--- src/rtl/mqnic_l2_pause_gen.sv ---
// -----------------------------------------------------------------------------
// mqnic_l2_pause_gen
//
// Flow-control frame generator for the MCF interface of mqnic_l2_egress.
// Watches the receive FIFO fill level against XOFF/XON watermarks with
// hysteresis. It sends an XOFF pause frame when the FIFO congests, and resends
// that XOFF periodically while congestion lasts. It sends an XON frame
// (quanta 0) once the FIFO drains.
//
// Build option:
//   MQNIC_PAUSE_GEN_PFC_EN  defined   -> priority flow control (opcode 0x0101,
//                                        per-class quanta from cfg_prio_mask)
//                           undefined -> link-level pause only (opcode 0x0001),
//                                        cfg_prio_mask ignored
//
// Ports:
//   clk, rst          clock, asynchronous active-low reset
//   fill_level        current RX FIFO occupancy
//   cfg_enable        flow-control enable
//   cfg_xoff_thresh   enter pause when fill_level >= threshold
//   cfg_xon_thresh    leave pause when fill_level <= threshold
//   cfg_quanta        pause quanta carried by XOFF frames
//   cfg_refresh       XOFF resend interval in cycles (0 = never resend)
//   cfg_eth_src       source MAC, latched when a frame is built
//   cfg_prio_mask     PFC class-enable vector
//   mcf_*             MCF descriptor (valid/ready handshake, fields held
//                     stable while valid is high)
//   paused            high from XOFF issue until XON acceptance
//   stat_xoff/xon     one-cycle pulse per accepted XOFF / XON
// -----------------------------------------------------------------------------
module mqnic_l2_pause_gen #(
  parameter int FILL_WIDTH      = 16,
  parameter int REFRESH_WIDTH   = 16,
  parameter int MCF_PARAMS_SIZE = 18,
  parameter int ID_WIDTH        = 8,
  parameter int DEST_WIDTH      = 8,
  parameter int USER_WIDTH      = 1
) (
  input  logic                         clk,
  input  logic                         rst,
  input  logic [FILL_WIDTH-1:0]        fill_level,
  input  logic                         cfg_enable,
  input  logic [FILL_WIDTH-1:0]        cfg_xoff_thresh,
  input  logic [FILL_WIDTH-1:0]        cfg_xon_thresh,
  input  logic [15:0]                  cfg_quanta,
  input  logic [REFRESH_WIDTH-1:0]     cfg_refresh,
  input  logic [47:0]                  cfg_eth_src,
  input  logic [7:0]                   cfg_prio_mask,
  output logic                         mcf_valid,
  input  logic                         mcf_ready,
  output logic [47:0]                  mcf_eth_dst,
  output logic [47:0]                  mcf_eth_src,
  output logic [15:0]                  mcf_eth_type,
  output logic [15:0]                  mcf_opcode,
  output logic [MCF_PARAMS_SIZE*8-1:0] mcf_params,
  output logic [ID_WIDTH-1:0]          mcf_id,
  output logic [DEST_WIDTH-1:0]        mcf_dest,
  output logic [USER_WIDTH-1:0]        mcf_user,
  output logic                         paused,
  output logic                         stat_xoff,
  output logic                         stat_xon
);

  localparam int PW = MCF_PARAMS_SIZE * 8;

  typedef enum logic [1:0] {
    IDLE    = 2'd0,
    XOFF_TX = 2'd1,
    PAUSED  = 2'd2,
    XON_TX  = 2'd3
  } state_t;

  state_t                   state_r;
  logic                     xoff_cond_r;
  logic                     xon_cond_r;
  logic [REFRESH_WIDTH-1:0] refresh_cnt_r;

  // Assemble the parameter field. XON frames carry zero quanta.
`ifdef MQNIC_PAUSE_GEN_PFC_EN
  function automatic logic [PW-1:0] build_params(input logic is_xon,
                                                 input logic [15:0] quanta,
                                                 input logic [7:0] mask);
    logic [PW-1:0] p;
    p = '0;
    p[15:8] = mask;
    for (int i = 0; i < 8; i++) begin
      // Class i quanta is big-endian in bytes 2+2i / 3+2i.
      if (!is_xon && mask[i] && ((3 + 2 * i) < MCF_PARAMS_SIZE)) begin
        p[(2 + 2 * i) * 8 +: 8] = quanta[15:8];
        p[(3 + 2 * i) * 8 +: 8] = quanta[7:0];
      end
    end
    return p;
  endfunction

  assign mcf_opcode = 16'h0101;
`else
  function automatic logic [PW-1:0] build_params(input logic is_xon,
                                                 input logic [15:0] quanta);
    logic [PW-1:0] p;
    p = '0;
    if (!is_xon) begin
      p[7:0]  = quanta[15:8];
      p[15:8] = quanta[7:0];
    end
    return p;
  endfunction

  // Link-level pause has no class vector.
  logic unused_prio_s;
  assign unused_prio_s = ^cfg_prio_mask;

  assign mcf_opcode = 16'h0001;
`endif

  // Fixed descriptor fields.
  assign mcf_eth_dst  = 48'h0180C2000001;
  assign mcf_eth_type = 16'h8808;
  assign mcf_id       = '0;
  assign mcf_dest     = '0;
  assign mcf_user     = '0;

  // Register the watermark comparisons. A crossing sampled here reaches the
  // FSM one edge later. Disabling flow control counts as a drain.
  always_ff @(posedge clk or negedge rst) begin
    if (!rst) begin
      xoff_cond_r <= 1'b0;
      xon_cond_r  <= 1'b0;
    end else begin
      xoff_cond_r <= cfg_enable && (fill_level >= cfg_xoff_thresh);
      xon_cond_r  <= !cfg_enable || (fill_level <= cfg_xon_thresh);
    end
  end

  // Pause FSM. It owns every registered output. Once mcf_valid is raised it
  // only falls on acceptance. Condition changes while a frame is pending are
  // acted on from the next state.
  always_ff @(posedge clk or negedge rst) begin
    if (!rst) begin
      state_r       <= IDLE;
      refresh_cnt_r <= '0;
      mcf_valid     <= 1'b0;
      mcf_eth_src   <= 48'h0;
      mcf_params    <= '0;
      paused        <= 1'b0;
      stat_xoff     <= 1'b0;
      stat_xon      <= 1'b0;
    end else begin
      stat_xoff <= 1'b0;
      stat_xon  <= 1'b0;
      case (state_r)
        IDLE: begin
          // XOFF takes precedence here even if the XON condition also holds.
          if (xoff_cond_r) begin
            mcf_valid   <= 1'b1;
            mcf_eth_src <= cfg_eth_src;
`ifdef MQNIC_PAUSE_GEN_PFC_EN
            mcf_params  <= build_params(1'b0, cfg_quanta, cfg_prio_mask);
`else
            mcf_params  <= build_params(1'b0, cfg_quanta);
`endif
            paused      <= 1'b1;
            state_r     <= XOFF_TX;
          end
        end
        XOFF_TX: begin
          if (mcf_ready) begin
            mcf_valid     <= 1'b0;
            stat_xoff     <= 1'b1;
            refresh_cnt_r <= cfg_refresh;
            state_r       <= PAUSED;
          end
        end
        PAUSED: begin
          // Drain or disable wins over a due refresh.
          if (xon_cond_r) begin
            mcf_valid     <= 1'b1;
            mcf_eth_src   <= cfg_eth_src;
`ifdef MQNIC_PAUSE_GEN_PFC_EN
            mcf_params    <= build_params(1'b1, cfg_quanta, cfg_prio_mask);
`else
            mcf_params    <= build_params(1'b1, cfg_quanta);
`endif
            refresh_cnt_r <= '0;
            state_r       <= XON_TX;
          end else if (refresh_cnt_r == REFRESH_WIDTH'(1)) begin
            mcf_valid     <= 1'b1;
            mcf_eth_src   <= cfg_eth_src;
`ifdef MQNIC_PAUSE_GEN_PFC_EN
            mcf_params    <= build_params(1'b0, cfg_quanta, cfg_prio_mask);
`else
            mcf_params    <= build_params(1'b0, cfg_quanta);
`endif
            refresh_cnt_r <= '0;
            state_r       <= XOFF_TX;
          end else if (refresh_cnt_r != '0) begin
            refresh_cnt_r <= refresh_cnt_r - REFRESH_WIDTH'(1);
          end
        end
        XON_TX: begin
          if (mcf_ready) begin
            mcf_valid <= 1'b0;
            stat_xon  <= 1'b1;
            paused    <= 1'b0;
            state_r   <= IDLE;
          end
        end
        default: begin
          mcf_valid     <= 1'b0;
          paused        <= 1'b0;
          refresh_cnt_r <= '0;
          state_r       <= IDLE;
        end
      endcase
    end
  end

endmodule
--- config.mk ---
export PLATFORM = sky130hd
export DESIGN_NAME = mqnic_l2_pause_gen
export DESIGN_NICKNAME = d
export VERILOG_FILES = /design/src/rtl/mqnic_l2_pause_gen.sv
export SDC_FILE = /design/constraint.sdc
export NUM_CORES = 1
export LEC_CHECK = 0
export CORE_AREA = 2 2 166 168
export CTS_BUF_LIST = sky130_fd_sc_hd__clkbuf_8
export DETAILED_ROUTE_END_ITERATION = 8
export DIE_AREA = 0 0 168 170
export GPL_TIMING_DRIVEN = 0
export SYNTH_ARGS = -nofsm -noshare
export SYNTH_HDL_FRONTEND = slang
export SYNTH_SLANG_ARGS = --single-unit
--- constraint.sdc ---
create_clock -name clk -period 2.25 [get_ports clk]
set_input_delay 0.225 -clock clk [delete_from_list [all_inputs] [get_ports clk]]
set_output_delay 0.225 -clock clk [all_outputs]
set_load 0.02 [all_outputs]
==> flow_summary.toml, run 1 <==
[status]
status = "complete, no violations"

[logic_synthesis]
synth_area_per_cell_sq_um = 9.662
yosysMostFrequentCell = "buf_4"
syn_inst = 669
synthTopCellsByCount = "227 x buf_4, 88 x dfrtp_1, 50 x inv_1, 40 x ha_1, 32 x nand2_1"
synth_seq_cells = 88
yosys_warnings = 0
ys_top_cells_by_area = "dfrtp_1 34%, buf_4 26%, ha_1 7.7%"
synth-edff-count = 0
ys_async_sr_fraction_pct = 100.0
ys_seq_area_share_pct = 34.07
yosysUniqueCellTypes = 53
synthesis.area_sq_um = 6464
post-synth-top-area-fraction_pct = 34.07
synth_area_leader_cell = "dfrtp_1"
synth_ff_type = "dfrtp_1"

[worst_setup_path]
crit_path_start_kind = "flip-flop"
cp.arrival_ns = 2.40
cpMostUsedCell = "buf_8"
cp_slowest_stage_delay_ns = 0.44
cp-end-kind = "flip-flop"
cp_data_required_time_ns = 2.49
worst-path-buf-inv = 2
slowest_stage = "dfrtp_2"
cp_cell_sequence = "nor4_4 > and4_4 > a21oi_4 > nor2_4 > buf_8 > buf_8 > mux2_1"
cp_top_family = "simple AND/OR/NAND/NOR gates"
crit_fanout = 10
critical_path_class = "flip-flop to flip-flop"
r2r_setup_slack_ns = 0.09

[clock_tree]
cts_buffers = 9
cts_buffer_depth = 2
cts_tree = "done"
htreeDepth = 3
root_buffer = "clkbuf_8"
clk_pin_slew_ns = 0.10
clkLatencyLatePin_ns = 0.35
cts.sinks = 88

[sta]
finalSetupTns_ns = 0
fin_crit_sh_pct = 95.91
worst_pin_slew_ns = 0.6024
period_needed_ns = 2.158
hold_viol = 0
fmax_mhz = 463.4
drv_slew = 0
final.setup.worst_slack_ns = 0.09199
relSlewSlack_pct = 59.47
finClkSkew_ns = 0.01298
finalSetupViolCount = 0

[drt]
remaining_drc_errors = 0
first_pass_iters = 4
postRouteAntennaNets = 0
wl_um = 18400
drt-vias-per-instance = 3.728
routedWlPerCell_um = 12.56
drt_iter0_markers = 207
vias = 5461

[die]
io_pins = 433
die_w_um = 168
core_area_sq_um = 26650
die_h_um = 170
rows = 60
die_area_sq_um = 28560
initial_core_util_pct = 24.25

[grt]
grt_pass1_wl_um = 27120
grt_usage_pct = 11.91
grt_max_degree = 69
use_met1_pct = 13.73
grt_pass1_vias = 5176
antenna_found_initial = 0
overflow = 0
met2_usage_pct = 22.55
busiest_layer = "met2"
grt_util_met3_pct = 2.372

[place]
detailed_place_hpwl_um = 15180
place_ws_ns = -0.3802
place.gp.congestion = 0.7849
io_buffers = 199

[job]
maxCapViolations = 0

[finish]
area_growth_pct = 57.61
fill_cells = 2697
nNetsFinal = 1299
finish.utilization_pct = 38.23
drive_gt1_share_pct = 27.49
n_antenna_cell = 0

[hold_path]
hp-class = "input pin to asynchronous set/reset pin"

[pwr]
power_density_nw_per_um2 = 1015
p_leak_nw = 5.225
irDropWorstVdd_v = 0.0003646
==> cell usage in the layout, fill, tap and decap left out, types with 2 or more instances in the layout <==
cell / n
a21oi_1: 18
nand2_1: 32
inv_6: 3
buf_4: 241
clkbuf_8: 10
o2bb2ai_1: 4
mux2_1: 19
inv_1: 50
buf_8: 3
mux2_2: 28
o31ai_1: 16
o21a_1: 3
nor2_1: 7
conb_1: 225
clkbuf_1: 9
clkdlybuf4s50_1: 198
a21o_1: 11
nor4_4: 2
a22oi_1: 4
o22ai_1: 10
dfrtp_1: 87
nand4_1: 5
nor4_1: 3
and2_1: 2
clkbuf_16: 2
nand2b_1: 3
o211ai_1: 3
o21ai_0: 25
ha_1: 39
a2bb2oi_1: 2
nor3_1: 5
buf_2: 2
nand3_1: 7
clkbuf_2: 3
a32oi_1: 9
and3_1: 2
==> worst reg2reg max path, cell delays in order, from the launching register on <==
cell	delay, ns
dfrtp_2	0.44
nor4_4	0.32
and4_4	0.30
a21oi_4	0.11
nor2_4	0.22
buf_8	0.17
buf_8	0.15
mux2_1	0.33
==> flip-flops by register name, indices dropped and copies added, names as in the netlist <==
| name | count |
|---|---|
| mcf_eth_src | 48 |
| mcf_params | 16 |
| refresh_cnt_r | 16 |
| state_r | 2 |
| mcf_valid | 1 |
| paused | 1 |
| stat_xoff | 1 |
| stat_xon | 1 |
| xoff_cond_r | 1 |
| xon_cond_r | 1 |
==> layout make-up <==
cell class / count / area (sq um) / share of cell area (%)
multi-input cells: 509 / 3173 / 31.15
flip-flops and latches: 88 / 2203 / 21.63
repair buffers: 216 / 2175 / 21.35
plain buffers: 245 / 1812 / 17.78
well taps: 341 / 426.7 / 4.188
inverters: 50 / 187.7 / 1.842
clock buffers: 10 / 137.6 / 1.351
clock inverters: 6 / 72.57 / 0.7124
==> per-layer routing <==
metal,part of all wire (%),up-vias
met1,39,2431
li1,-,2726
met3,7.9,7
met5,0,-
met2,52,297
met4,0.59,0
==> what timing repair did <==
item / 4_1_cts / 5_1_grt
endpoints found under the hold margin: 20 / 0
setup buffers: 4 / 10
resized for setup: 8 / 11
pin swaps: 2 / 2
hold buffers: 1 / 0
cloned: 0 / 2
setup endpoints to repair: 72 / 49
==> path summary, 6_finish.rpt <==
path                                                     to                           from  cells after the start
worst max-delay path            mcf_eth_src[32]$_DFFE_PN0P_  refresh_cnt_r[11]$_DFFE_PN0P_                      7
worst min-delay path            mcf_eth_src[28]$_DFFE_PN0P_                            rst                      2
worst max register to register  mcf_eth_src[32]$_DFFE_PN0P_  refresh_cnt_r[11]$_DFFE_PN0P_                      7
worst min register to register  mcf_eth_src[30]$_DFFE_PN0P_    mcf_eth_src[30]$_DFFE_PN0P_                      1
max in group asynchronous       mcf_eth_src[35]$_DFFE_PN0P_                            rst                      3
min in group clk                  mcf_params[4]$_DFFE_PN0P_                 cfg_quanta[12]                      3
==> cells by family after synthesis <==
group / synth area share (%)
AOI/OAI and AO/OA: 12.29
adders and majority gates: 7.743
buffers and inverters: 30.82
DFF: 34.07
muxes: 8.672
other: 0.1162
and+or+nand+nor: 6.291
==> stage by stage <==
stage / total power, W / hold WS [ns] / std cells / cell area (sq um)
finish: 0.01034 / 0.3083 / 1465 / 10190
global route: 0.01106 / 0.3108 / 1465 / 10190
CTS: 0.01008 / 0.2874 / 1454 / 10030
detailed placement: 0.008773 / 0.1391 / 1433 / 9744
global placement: 0.008687 / 0.4659 / 1432 / 9719
floorplan: 0.006487 / -0.07059 / 892 / 7301
==> power by group <==
| part | total [W] | leakage [nW] | internal, W | switching (W) |
|---|---|---|---|---|
| sequential | 0.00287 | 1.06 | 0.00236 | 0.000504 |
| combinational | 0.00629 | 4.05 | 0.00305 | 0.00323 |
| clock | 0.00119 | 0.110 | 0.000563 | 0.000627 |
Power figures use the tool's default switching activity.
==> run 2, diff against run 1 <==
Settings changed: GPL_TIMING_DRIVEN 0 to default.
==> run 2 against run 1 <==
Net effect: power is 7.8% lower; via count is 14% lower; clock skew is 0.0085 ns higher; design area is 18% lower; die area stayed put; register-to-register slack better by 0.12 ns.
==> flow_summary.toml, run 2 (synthesized netlist as in run 1, its figures left out) <==
[place]
place.gp.congestion = 0.8090
detailed_place_hpwl_um = 12660
place_ws_ns = -0.06115
dpl-instance-area_sq_um = 8120
io_buffers = 199

[worst_setup_path]
worst_r2r_path_depth = 6
cp.arrival_ns = 2.29
slowest_stage = "dfrtp_1"
timing.rr.start = "refresh_cnt_r[11]$_DFFE_PN0P_"
crit_start = "refresh_cnt_r[11]$_DFFE_PN0P_"
cp_data_required_time_ns = 2.50
crit_path_start_kind = "flip-flop"
cp_slowest_stage_delay_ns = 0.47
critical_path_class = "flip-flop to flip-flop"
cp-end-kind = "flip-flop"
crit_fanout = 31
cp_cell_sequence = "nor4_4 > and4_4 > a21oi_4 > nor2_4 > buf_12 > mux2_2"

[job]
maxCapViolations = 0

[sta]
finalSetupViolCount = 0
finalSetupTns_ns = 0
period_needed_ns = 2.043
hold_viol = 0
finClkSkew_ns = 0.02147
relSlewSlack_pct = 63.22
final.setup.worst_slack_ns = 0.2073
fin_crit_sh_pct = 90.79
hold-worst-slack_ns = 0.3565
fmax_mhz = 489.5
worst_pin_slew_ns = 0.5467
rsz0062_at_grt = "no"
drv_slew = 0

[die]
die_area_sq_um = 28560
io_pins = 433
rows = 60
die_h_um = 170
die_w_um = 168
initial_core_util_pct = 24.25
core_area_sq_um = 26650

[clock_tree]
cts.sinks = 88
postCtsSetupBuffers = 0
cts_buffer_depth = 2
clkLatencyLatePin_ns = 0.38
cts_buffers = 9
clk_pin_slew_ns = 0.11
htreeDepth = 3
root_buffer = "clkbuf_8"
cts_tree = "done"

[finish]
drive_gt1_share_pct = 8.145
postLayoutCellArea_sq_um = 8325
mostFrequentLayoutCells = "225 x conb_1, 198 x clkdlybuf4s50_1, 88 x dfrtp_1"
finish.utilization_pct = 31.24
mostFrequentLayoutCell = "conb_1"
n_antenna_cell = 0
reg_top3 = "mcf_eth_src (48), mcf_params (16), refresh_cnt_r (16)"
largest_reg_flops = 48
nNetsFinal = 1059
area_growth_pct = 28.80
fill_cells = 2778
regMostFlops = "mcf_eth_src"

[drt]
vias = 4718
wl_um = 15810
drt-vias-per-instance = 3.851
remaining_drc_errors = 0
routedWlPerCell_um = 12.91
postRouteAntennaNets = 0
first_pass_iters = 4
drt_iter0_markers = 263

[hold_path]
hp-class = "input pin to asynchronous set/reset pin"

[pwr]
p_leak_nw = 3.937
power_density_nw_per_um2 = 1146
irDropWorstVdd_v = 0.0004839

[grt]
grt_pass1_vias = 4157
grt_pass1_wl_um = 22270
grt_max_degree = 54
grt_usage_pct = 10.10
antenna_found_initial = 0
overflow = 0

[status]
status = "complete, no violations"
## run 2: through the flow
| stage | instances | total power (W) |
|---|---|---|
| detailed placement | 1208 | 0.008520 |
| finish | 1225 | 0.009541 |
| global route | 1225 | 0.01022 |
| floorplan | 892 | 0.006487 |
| global placement | 1208 | 0.008424 |
| CTS | 1225 | 0.009668 |
## run 2: critical path: cells and delay by family (launching register included)
kind | cells | cell delay [ns]
simple gates | 3 | 0.78
compound gates | 1 | 0.08
buf+inv | 1 | 0.22
mux | 1 | 0.36
flops | 1 | 0.47
## run 2: power breakdown
group,total (W),switching (W),internal [W],leakage (nW)
Sequential,0.00283,0.000473,0.00236,1.06
Clock,0.00111,0.000671,0.000435,0.0962
Combinational,0.00560,0.00301,0.00260,2.78
Total,0.00954,0.00415,0.00539,3.94
## run 2: timing repair
item,CTS,global route
setup endpoints to repair,0,1
hold buffers,1,0
resized for setup,0,1
hold endpoints to repair,36,0
## run 2: cell type report
cell class / count / area, sq um / area share [%]
Clock buffer: 9 / 123.9 / 1.488
Clock inverter: 7 / 67.56 / 0.8115
Multi-Input combinational cell: 509 / 3119 / 37.47
Tap cell: 341 / 426.7 / 5.125
Timing Repair Buffer: 221 / 2198 / 26.41
Inverter: 50 / 187.7 / 2.254
Sequential cell: 88 / 2202 / 26.45
## run 2: path summary, 6_finish.rpt
kind,end,slack (ns)
setup / recovery,mcf_eth_src[45]$_DFFE_PN0P_,0.21
hold / removal,mcf_eth_src[6]$_DFFE_PN0P_,0.36
setup reg to reg,mcf_eth_src[45]$_DFFE_PN0P_,0.21
hold reg to reg,mcf_eth_src[21]$_DFFE_PN0P_,0.49
max in group asynchronous,mcf_eth_src[43]$_DFFE_PN0P_,1.25
min in group clk,mcf_params[6]$_DFFE_PN0P_,0.38
## run 2: metal layers
layer  global-route usage, %  wire [um]  part of all wire [%]  vias to the layer above
met3                   2.163       1466                   9.3                       13
met1                   12.37       6393                    40                     2166
met4                   3.743        227                   1.4                        0
li1                        -          -                     -                     2249
met5                       0          0                     0                        -
met2                   17.46       7723                    49                      290
